File: config.mk
export PLATFORM = sky130hd
export DESIGN_NAME = game_state_ctl
export DESIGN_NICKNAME = d
export VERILOG_FILES = /design/src/rtl/pong_pkg.sv /design/src/rtl/edge_detect.sv /design/src/rtl/game_state_ctl.sv
export SDC_FILE = /design/constraint.sdc
export NUM_CORES = 1
export LEC_CHECK = 0
export BUFFER_PORTS_ARGS = -buffer_cell sky130_fd_sc_hd__buf_2
export CORE_MARGIN = 3
export CORE_UTILIZATION = 44
export DETAILED_ROUTE_END_ITERATION = 7
export PLACE_DENSITY = 0.88
export SETUP_SLACK_MARGIN = 0.15
export SLEW_MARGIN = 40
export SYNTH_ARGS = -nofsm -noshare
export SYNTH_HDL_FRONTEND = slang
export SYNTH_HIERARCHICAL = 1
export SYNTH_SLANG_ARGS = --single-unit
export TNS_END_PERCENT = 5
File: constraint.sdc
create_clock -name pclk -period 2.5 [get_ports pclk]
set_input_delay 0 -clock pclk [delete_from_list [all_inputs] [get_ports pclk]]
set_output_delay 0 -clock pclk [all_outputs]
set_load 0.01 [all_outputs]
File: src/rtl/pong_pkg.sv
// pong_pkg: shared definitions for the Pong top-level sequencer.
//   - state_e    : sequencer state encoding (MENU..PAUSE)
//   - RGB_W      : colour width of both video pipelines
//   - COORD_W    : width of mouse coordinates
//   - WINNER_*   : match result codes
//   - in_rect()  : half-open rectangle hit test on 13-bit sums
package pong_pkg;

   localparam int RGB_W   = 12;
   localparam int COORD_W = 12;

   typedef enum logic [2:0] {
      ST_MENU      = 3'd0,
      ST_ARMED     = 3'd1,
      ST_COUNTDOWN = 3'd2,
      ST_PLAY      = 3'd3,
      ST_OVER      = 3'd4,
      ST_PAUSE     = 3'd5
   } state_e;

   localparam logic [1:0] WINNER_NONE  = 2'b00;
   localparam logic [1:0] WINNER_LEFT  = 2'b01;
   localparam logic [1:0] WINNER_RIGHT = 2'b10;
   localparam logic [1:0] WINNER_DRAW  = 2'b11;

   // Point (px,py) lies in [x0, x0+w) x [y0, y0+h); 13-bit sums cannot wrap.
   function automatic logic in_rect(input logic [12:0] px, input logic [12:0] py,
                                    input logic [12:0] x0, input logic [12:0] y0,
                                    input logic [12:0] w,  input logic [12:0] h);
      logic [12:0] x1;
      logic [12:0] y1;
      x1 = x0 + w;
      y1 = y0 + h;
      return (px >= x0) && (px < x1) && (py >= y0) && (py < y1);
   endfunction

endpackage

File: src/rtl/edge_detect.sv
// edge_detect: registers a level and produces registered one-cycle pulses
// on its 0->1 (rise) and 1->0 (fall) transitions.
// Ports:
//   clk  in  clock
//   rst  in  synchronous active-high reset
//   din  in  level to watch
//   rise out one-cycle pulse after a 0->1 transition
//   fall out one-cycle pulse after a 1->0 transition
module edge_detect (
   input  logic clk,
   input  logic rst,
   input  logic din,
   output logic rise,
   output logic fall
);

   logic din_r;
   logic rise_r;
   logic fall_r;

   // Delay the level one cycle and register the transition pulses.
   always_ff @(posedge clk) begin
      if (rst) begin
         din_r  <= 1'b0;
         rise_r <= 1'b0;
         fall_r <= 1'b0;
      end else begin
         din_r  <= din;
         rise_r <= din & ~din_r;
         fall_r <= ~din & din_r;
      end
   end

   assign rise = rise_r;
   assign fall = fall_r;

endmodule

File: src/rtl/game_state_ctl.sv
// game_state_ctl: top-level Pong sequencer. Chooses the menu or game video
// pipeline for the VGA output, starts a match on a START button click, runs a
// frame-counted countdown, keeps score, and returns to the menu after the
// result has been shown.
// Optional feature macro: GAME_PAUSE_EN (click START in PLAY to pause/resume).
// Ports:
//   pclk, rst                      pixel clock, synchronous active-high reset
//   xpos, ypos, mouse_left         mouse position and left button level
//   vsync_in                       frame boundary on its rising edge
//   score_l_pulse, score_r_pulse   one-cycle scoring pulses
//   menu_* / game_*                syncs and colour of the two pipelines
//   hsync_out, vsync_out, rgb_out  selected video, one cycle late
//   game_rst, game_run             ball/paddle reset and motion enable
//   state_out                      current state encoding
//   score_l, score_r, winner       scores and match result
//   countdown_out                  frames remaining in COUNTDOWN, else 0
module game_state_ctl
   import pong_pkg::*;
#(
   parameter int BTN_X0           = 352,
   parameter int BTN_Y0           = 280,
   parameter int BTN_W            = 128,
   parameter int BTN_H            = 32,
   parameter int COUNTDOWN_FRAMES = 180,
   parameter int WIN_SCORE        = 5,
   parameter int OVER_FRAMES      = 240
) (
   input  logic               pclk,
   input  logic               rst,
   input  logic [COORD_W-1:0] xpos,
   input  logic [COORD_W-1:0] ypos,
   input  logic               mouse_left,
   input  logic               vsync_in,
   input  logic               score_l_pulse,
   input  logic               score_r_pulse,
   input  logic               menu_hsync,
   input  logic               menu_vsync,
   input  logic [RGB_W-1:0]   menu_rgb,
   input  logic               game_hsync,
   input  logic               game_vsync,
   input  logic [RGB_W-1:0]   game_rgb,
   output logic               hsync_out,
   output logic               vsync_out,
   output logic [RGB_W-1:0]   rgb_out,
   output logic               game_rst,
   output logic               game_run,
   output logic [2:0]         state_out,
   output logic [3:0]         score_l,
   output logic [3:0]         score_r,
   output logic [1:0]         winner,
   output logic [7:0]         countdown_out
);

   localparam logic [7:0] CD_LOAD   = 8'(COUNTDOWN_FRAMES);
   localparam logic [7:0] OVER_LOAD = 8'(OVER_FRAMES);
   localparam logic [3:0] WIN_VAL   = 4'(WIN_SCORE);

   logic frame_tick_s;
   logic press_s;
   logic release_s;
   logic in_btn_s;
   logic pause_req_s;
   logic target_game_s;

   state_e     state_r;
   state_e     state_nxt_s;
   logic [7:0] cnt_r;
   logic [7:0] cnt_nxt_s;
   logic [3:0] score_l_r;
   logic [3:0] score_r_r;
   logic [3:0] score_l_nxt_s;
   logic [3:0] score_r_nxt_s;
   logic [3:0] score_l_sum_s;
   logic [3:0] score_r_sum_s;
   logic [1:0] winner_r;
   logic [1:0] winner_nxt_s;
   logic       src_sel_r;
   logic       hsync_r;
   logic       vsync_r;
   logic [RGB_W-1:0] rgb_r;
   logic       game_rst_r;
   logic       game_run_r;
   logic [7:0] countdown_r;
   logic       vsync_fall_unused_s;
   logic       mouse_rise_s;

   edge_detect u_vsync_edge (
      .clk  (pclk),
      .rst  (rst),
      .din  (vsync_in),
      .rise (frame_tick_s),
      .fall (vsync_fall_unused_s)
   );

   edge_detect u_mouse_edge (
      .clk  (pclk),
      .rst  (rst),
      .din  (mouse_left),
      .rise (mouse_rise_s),
      .fall (release_s)
   );

   assign press_s  = mouse_rise_s;
   assign in_btn_s = in_rect({1'b0, xpos}, {1'b0, ypos},
                             13'(BTN_X0), 13'(BTN_Y0), 13'(BTN_W), 13'(BTN_H));

`ifdef GAME_PAUSE_EN
   assign pause_req_s = press_s & in_btn_s;
`else
   assign pause_req_s = 1'b0;
`endif

   // Saturating increments; only committed while in PLAY.
   assign score_l_sum_s = score_l_r + {3'b000, (score_l_pulse && (score_l_r != WIN_VAL))};
   assign score_r_sum_s = score_r_r + {3'b000, (score_r_pulse && (score_r_r != WIN_VAL))};

   // Game video is shown whenever a match is in progress or its result is up.
   assign target_game_s = (state_r == ST_COUNTDOWN) || (state_r == ST_PLAY) ||
                          (state_r == ST_OVER)      || (state_r == ST_PAUSE);

   // Next-state, frame counter, score and winner logic.
   always_comb begin
      state_nxt_s   = state_r;
      cnt_nxt_s     = cnt_r;
      score_l_nxt_s = score_l_r;
      score_r_nxt_s = score_r_r;
      winner_nxt_s  = winner_r;
      case (state_r)
         ST_MENU: begin
            if (press_s && in_btn_s) begin
               state_nxt_s = ST_ARMED;
            end else begin
               state_nxt_s = ST_MENU;
            end
         end
         ST_ARMED: begin
            if (release_s) begin
               if (in_btn_s) begin
                  state_nxt_s   = ST_COUNTDOWN;
                  cnt_nxt_s     = CD_LOAD;
                  score_l_nxt_s = 4'd0;
                  score_r_nxt_s = 4'd0;
                  winner_nxt_s  = WINNER_NONE;
               end else begin
                  state_nxt_s = ST_MENU;
               end
            end else begin
               state_nxt_s = ST_ARMED;
            end
         end
         ST_COUNTDOWN: begin
            if (frame_tick_s) begin
               if (cnt_r <= 8'd1) begin
                  state_nxt_s = ST_PLAY;
                  cnt_nxt_s   = 8'd0;
               end else begin
                  cnt_nxt_s = cnt_r - 8'd1;
               end
            end else begin
               cnt_nxt_s = cnt_r;
            end
         end
         ST_PLAY: begin
            if (pause_req_s) begin
               state_nxt_s = ST_PAUSE;
            end else begin
               score_l_nxt_s = score_l_sum_s;
               score_r_nxt_s = score_r_sum_s;
               if ((score_l_sum_s == WIN_VAL) || (score_r_sum_s == WIN_VAL)) begin
                  state_nxt_s = ST_OVER;
                  cnt_nxt_s   = OVER_LOAD;
                  if ((score_l_sum_s == WIN_VAL) && (score_r_sum_s == WIN_VAL)) begin
                     winner_nxt_s = WINNER_DRAW;
                  end else if (score_l_sum_s == WIN_VAL) begin
                     winner_nxt_s = WINNER_LEFT;
                  end else begin
                     winner_nxt_s = WINNER_RIGHT;
                  end
               end else begin
                  state_nxt_s = ST_PLAY;
               end
            end
         end
         ST_OVER: begin
            if (frame_tick_s) begin
               if (cnt_r <= 8'd1) begin
                  state_nxt_s = ST_MENU;
                  cnt_nxt_s   = 8'd0;
               end else begin
                  cnt_nxt_s = cnt_r - 8'd1;
               end
            end else begin
               cnt_nxt_s = cnt_r;
            end
         end
`ifdef GAME_PAUSE_EN
         ST_PAUSE: begin
            if (pause_req_s) begin
               state_nxt_s = ST_PLAY;
            end else begin
               state_nxt_s = ST_PAUSE;
            end
         end
`endif
         default: begin
            state_nxt_s = ST_MENU;
            cnt_nxt_s   = 8'd0;
         end
      endcase
   end

   // State, counters, scores, source select and registered outputs.
   always_ff @(posedge pclk) begin
      if (rst) begin
         state_r     <= ST_MENU;
         cnt_r       <= 8'd0;
         score_l_r   <= 4'd0;
         score_r_r   <= 4'd0;
         winner_r    <= WINNER_NONE;
         src_sel_r   <= 1'b0;
         hsync_r     <= 1'b0;
         vsync_r     <= 1'b0;
         rgb_r       <= '0;
         game_rst_r  <= 1'b1;
         game_run_r  <= 1'b0;
         countdown_r <= 8'd0;
      end else begin
         state_r     <= state_nxt_s;
         cnt_r       <= cnt_nxt_s;
         score_l_r   <= score_l_nxt_s;
         score_r_r   <= score_r_nxt_s;
         winner_r    <= winner_nxt_s;
         // Source only changes at a frame boundary so no frame is torn.
         if (frame_tick_s) begin
            src_sel_r <= target_game_s;
         end else begin
            src_sel_r <= src_sel_r;
         end
         hsync_r     <= src_sel_r ? game_hsync : menu_hsync;
         vsync_r     <= src_sel_r ? game_vsync : menu_vsync;
         rgb_r       <= src_sel_r ? game_rgb   : menu_rgb;
         game_rst_r  <= (state_nxt_s == ST_MENU) || (state_nxt_s == ST_ARMED);
         game_run_r  <= (state_nxt_s == ST_PLAY);
         countdown_r <= (state_nxt_s == ST_COUNTDOWN) ? cnt_nxt_s : 8'd0;
      end
   end

   assign hsync_out     = hsync_r;
   assign vsync_out     = vsync_r;
   assign rgb_out       = rgb_r;
   assign game_rst      = game_rst_r;
   assign game_run      = game_run_r;
   assign state_out     = state_r;
   assign score_l       = score_l_r;
   assign score_r       = score_r_r;
   assign winner        = winner_r;
   assign countdown_out = countdown_r;

endmodule

==> run_results.csv, run 1 <==
group,metric,value,unit
timing,clock-skew-final,8.411,ps
critical_path,worst_path_max_delay_cell,"or4b_4",
critical_path,critical_path.max_stage_delay,520,ps
routing,drtAntennaViolNets,0,
routing,vias_per_cell,5.463,
hold_path,hold_start,"rst",
routing,vias,2535,
timing,fin_crit,2497,ps
critical_path,worst_ep_required_time,2700,ps
floorplanning,die_w,80.24,um
cts,cts_root_buf,"clkbuf_8",
critical_path,arrival,2700,ps
pwr,irDropWorstVdd,0.3806,mV
floorplanning,ioPinCount,95,
logic_synthesis,synth_fp_nets,328,
routing,drt-initial-drc-count,140,
global_routing,grt_usage,0.2289,
pwr,power_density,435.1,nW/um2
timing,fmax,400.5,MHz
cts,worstSkewPairLatency,300,ps
critical_path,cp_common_cell,"nor2b_1",
timing,worstMarginPinSlew,639.4,ps
global_routing,grt_pass1_vias,2534,
critical_path,startpoint,"score_r[3]$_SDFFE_PP0P_",
logic_synthesis,synth_warnings,6,
timing,rsz0062_at_grt,"yes",
global_routing,grt_overflow_total,0,
cts,cts_made_buffers,5,
layout,diodes,0,
timing,whs,207.2,ps
critical_path,cp-start-kind,"flop",
timing,setup_viol,0,
critical_path,cp_num_buf_inv,0,
global_routing,antenna_found_initial,0,
cts,htreeDepth,2,
layout,nets,459,
place,globalplace.congestion,0.8210,
place,dp_slack,1.544,ps
logic_synthesis,syn_area,2425,um2
floorplanning,initial_core_util,0.4659,
timing,worst_slack,3.097,ps
logic_synthesis,syn_inst,263,
routing,avgRoutedWirePerCell,15.11,um
layout,stdcell_count,464,
cts,tritoncts,"yes",
outcome,outcome,"completed",
cts,cts_sinks,51,
floorplanning,dieArea,6438,um2
global_routing,grt_max_degree,35,
timing,hold_viol,0,
floorplanning,die_y,80.24,um
cts,clk_path_buf_depth,2,
critical_path,r2r_start,"score_r[3]$_SDFFE_PP0P_",
floorplanning,core-area,5205,um2
critical_path,critPathMaxFanout,4,
layout,nFillCells,380,
global_routing,grt_pass1_wl,11580,um
routing,wirelength,7013,um
critical_path,path_class,"flop to flop",
hold_path,hp-class,"primary input to flop",
critical_path,crit_family,"simple AND/OR/NAND/NOR gates",
place,port_buffers,86,
timing,slew_headroom,0.5677,
critical_path,end_kind,"flop",
critical_path,crit_chain,"nor4bb_2 > nor2b_1 > ha_2 > ha_4 > nand2b_4 > or4b_4 > o31ai_4 > nor3_4 > o31a_1 > nor2b_1",
logic_synthesis,syn_avg_cell_area,9.220,um2
place,placedCellCount,426,
flow_run,cap_violations,0,
routing,dr.pass1.iters,4,
layout,drive_above_1_share,0.3858,
pwr,static-leakage-power,1.529,nW
place,place_hpwl,4680,um
cts,clk_pin_slew_worst_paths,90,ps
timing,drv_slew,0,
routing,drc,0,
floorplanning,rows,26,
timing,fin_crit_sh,0.9988,
layout,area_delta_synth_final,47.21,%
## cell usage in the layout (no fill, tap or decap), types with 4 or more instances in the layout
cell type      instances
dlygate4sd3_1         30
mux2i_1               17
a21oi_1               11
dfxtp_1               42
dfxtp_2                9
a22oi_1                6
nor2b_1                6
inv_1                  7
o21ai_0                6
nand2_1               12
buf_2                 86
nand3b_1               4
nor2_1                50
buf_4                 16
clkbuf_8               5
nor3_1                 6
## final timing paths
check | to | cells after the start | slack (ps)
setup / recovery | game_run$_SDFF_PP0_ | 10 | 3
hold / removal | rgb_out[0]$_SDFF_PP0_ | 2 | 210
setup reg to reg | game_run$_SDFF_PP0_ | 10 | 3
hold reg to reg | u_vsync_edge/rise$_SDFF_PP0_ | 1 | 420
## state kept, by name, indices dropped and copies added, names as in the netlist
name,flops
cnt_r,8
countdown_out,8
game_rst,1
game_run,1
hsync_out,1
rgb_out,12
score_l,4
score_r,4
src_sel_r,1
state_out,3
u_mouse_edge/din_r,1
u_mouse_edge/fall,1
u_mouse_edge/rise,1
u_vsync_edge/din_r,1
u_vsync_edge/rise,1
vsync_out,1
winner,2
## layer usage
metal / share of wire / vias up / track usage
met1: 0.40 / 1198 / 0.2664
met4: 0.019 / 0 / 0.08277
met2: 0.48 / 116 / 0.3874
met5: 0 / - / 0
li1: - / 1205 / -
met3: 0.094 / 16 / 0.07848
## report_power, final
| group | total, mW | switching (mW) | internal (mW) |
|---|---|---|---|
| combinational | 0.169 | 0.0730 | 0.0955 |
| sequential | 0.832 | 0.00478 | 0.827 |
| clock | 0.553 | 0.259 | 0.294 |
| total | 1.55 | 0.337 | 1.22 |
## through the flow
step                      power, mW  instance area, um2  TNS, ps    util
after floorplan              0.9105                2522        0       -
after global placement       0.9710                3118        0  0.5990
after detailed placement     0.9762                3118        0  0.5990
after CTS                     1.551                3535        0  0.6791
after global routing          1.610                3570    -1073  0.6858
final                         1.553                3570        0  0.6858
## area by class of cell
type,count,area [um2],share of cell area
Tap cell,70,87.58,0.02454
Clock buffer,6,72.57,0.02033
Inverter,8,30.03,0.008412
Clock inverter,1,30.03,0.008412
Multi-Input combinational cell,196,1466,0.4108
Timing Repair Buffer,132,850.8,0.2383
Sequential cell,51,1032,0.2892
## what timing repair did
| action | CTS | global route |
|---|---|---|
| endpoints found under the hold margin | 19 | 0 |
| pin swaps | 9 | 8 |
| buffers inserted | 1 | 0 |
| cloned | 0 | 0 |
| endpoints found under the setup margin | 20 | 23 |
| hold buffers | 30 | 0 |
| resized for setup | 1 | 7 |
Note: power is estimated with default switching activity, not from simulation.
==> inputs of run 2 (changes only) <==
--- a/config.mk
+++ b/config.mk
@@ -5,6 +5,7 @@
 export SDC_FILE = /design/constraint.sdc
 export NUM_CORES = 1
 export LEC_CHECK = 0
+export ABC_AREA = 1
 export BUFFER_PORTS_ARGS = -buffer_cell sky130_fd_sc_hd__buf_2
 export CORE_MARGIN = 3
 export CORE_UTILIZATION = 44
==> constraint.sdc (replaced) <==
create_clock -name pclk -period 2.5 [get_ports pclk]
set_input_delay 0.125 -clock pclk [delete_from_list [all_inputs] [get_ports pclk]]
set_output_delay 0.125 -clock pclk [all_outputs]
set_load 0.01 [all_outputs]
==> run 2 against run 1 <==
Against the previous run: first-iteration DRC count is 2.9% higher; register-to-register slack better by 370 ps; combinational power is 24% lower; critical path type unchanged; highest routed layer unchanged.
==> run_results.csv, run 2 <==
group,metric,value,unit
pwr,static-leakage-power,1.510,nW
timing,final.setup.tns,0,ps
cts,cts_setup_buffers,0,
routing,wirelength,5670,um
layout,nFillCells,484,
place,place_hpwl,4286,um
critical_path,end_kind,"flop",
routing,drtAntennaViolNets,0,
cts,cts_root_buf,"clkbuf_8",
timing,fmax,469.9,MHz
flow_run,cap_violations,0,
timing,worstMarginPinSlew,639.2,ps
timing,clock-skew-final,3.307,ps
critical_path,arrival,2370,ps
layout,final_common_cell,"buf_2",
cts,worstSkewPairLatency,300,ps
layout,seq_area,1026,um2
layout,largest_reg_flops,12,
routing,vias_per_cell,4.906,
critical_path,path_class,"flop to flop",
critical_path,worst_ep_required_time,2740,ps
critical_path,critical_path.max_stage_delay,380,ps
routing,drt-initial-drc-count,144,
global_routing,grt_overflow_total,0,
logic_synthesis,syn_inst,341,
floorplanning,rows,26,
cts,htreeDepth,2,
critical_path,crit_family,"simple AND/OR/NAND/NOR gates",
logic_synthesis,syn_avg_cell_area,6.960,um2
layout,nets,493,
critical_path,critPathMaxFanout,6,
routing,vias,2448,
logic_synthesis,synth_warnings,6,
pwr,total_power,1.561,mW
timing,hold_viol,0,
floorplanning,die_y,79.45,um
critical_path,cp_common_cell,"nand2_1",
pwr,power_density,520.5,nW/um2
place,globalplace.congestion,0.9246,
critical_path,cp-start-kind,"flop",
cts,tritoncts,"yes",
floorplanning,core-area,5172,um2
global_routing,grt_max_degree,22,
logic_synthesis,syn_area,2374,um2
critical_path,cp_num_buf_inv,3,
critical_path,crit_chain,"inv_1 > nor3_1 > a21boi_1 > ha_2 > ha_1 > inv_1 > nand2_1 > nor2_1 > nand2_1 > nand2_1 > nand2_2 > nand2_2 > inv_1 > nand3_1 > nand2_1 > nor2_1",
cts,cts_made_buffers,5,
layout,utilization,0.5796,
timing,slew_headroom,0.5734,
cts,cts_sinks,51,
global_routing,grt_pass1_vias,2300,
global_routing,grt_pass1_wl,9646,um
layout,diodes,0,
timing,rsz0062_at_grt,"no",
timing,drv_slew,0,
routing,avgRoutedWirePerCell,11.36,um
floorplanning,initial_core_util,0.4589,
outcome,outcome,"completed",
layout,multiInputGateArea,1194,um2
cts,clk_pin_slew_worst_paths,90,ps
hold_path,hp-class,"primary input to flop",
place,port_buffers,86,
timing,fin_crit_sh,0.8513,
layout,drive_above_1_share,0.2914,
routing,drc,0,
global_routing,antenna_found_initial,0,
critical_path,worst_path_max_delay_cell,"dfxtp_4",
pwr,irDropWorstVdd,0.3579,mV
routing,dr.pass1.iters,4,
timing,fin_crit,2128,ps
cts,clk_path_buf_depth,2,
logic_synthesis,synth_fp_nets,406,
floorplanning,die_w,79.45,um
layout,layout_common_cells,"buf_2 (86), nand2_1 (68), nor2_1 (67)",
floorplanning,ioPinCount,95,
global_routing,grt_usage,0.1896,
layout,area_delta_synth_final,26.30,%
floorplanning,dieArea,6312,um2
timing,setup_viol,0,
[run 2: what timing repair did]
action                                  4_1_cts  5_1_grt
endpoints found under the setup margin        0       16
gates resized for setup                       0        7
hold buffers                                  0        0
[run 2: layout make-up]
type                       instances  share of cell area
multi-input combinational        246              0.3982
sequential                        51              0.3422
timing repair buffer              86              0.1436
inverter                          38             0.04758
tap                               70             0.02922
clock buffer                       6             0.02755
clock inverter                     2             0.01169
[run 2: worst register-to-register path, delay by kind of cell (launching register included)]
| kind | cells | cell delay, ps |
|---|---|---|
| AO/OA/AOI/OAI | 1 | 90 |
| adder cells (fa/ha/maj) | 2 | 470 |
| buffers and inverters | 3 | 200 |
| flip-flops | 1 | 380 |
| AND/OR/NAND/NOR | 10 | 940 |
[run 2: per-stage QoR]
stage | std cells | setup WS, ps | cell area [um2] | hold slack (ps)
floorplan | 341 | 420.0 | 2374 | 196.5
finish | 499 | 371.7 | 2998 | 3.185
CTS | 499 | 196.3 | 2985 | 0.4133
detailed placement | 491 | 220.0 | 2868 | 328.2
global route | 499 | 156.6 | 2998 | 2.758
global placement | 491 | 269.1 | 2868 | 325.6
[run 2: where the power goes]
| group | switching, mW | leakage (nW) | total, mW | internal (mW) |
|---|---|---|---|---|
| Clock | 0.266 | 0.0612 | 0.590 | 0.324 |
| Combinational | 0.0704 | 1.03 | 0.129 | 0.0582 |
| Sequential | 0.0104 | 0.417 | 0.842 | 0.832 |
[run 2: final timing paths]
| check | start | to | slack, ps | depth (start not counted) |
|---|---|---|---|---|
| min | mouse_left | u_mouse_edge/fall$_SDFF_PP0_ | 3 | 2 |
| min reg2reg | u_vsync_edge/din_r$_SDFF_PP0_ | u_vsync_edge/rise$_SDFF_PP0_ | 410 | 1 |
| max | score_l[2]$_SDFFE_PP0P_ | cnt_r[7]$_SDFF_PP0_ | 370 | 16 |
| max reg2reg | score_l[2]$_SDFFE_PP0P_ | cnt_r[7]$_SDFF_PP0_ | 370 | 16 |
[run 2: layer usage]
metal | part of all wire | up-vias | routed length (um) | global-route usage
li1 | - | 1255 | - | -
met1 | 0.42 | 1079 | 2365 | 0.2160
met2 | 0.47 | 105 | 2652 | 0.3322
met3 | 0.10 | 9 | 569 | 0.05756
met4 | 0.014 | 0 | 82 | 0.06873
met5 | 0 | - | 0 | 0
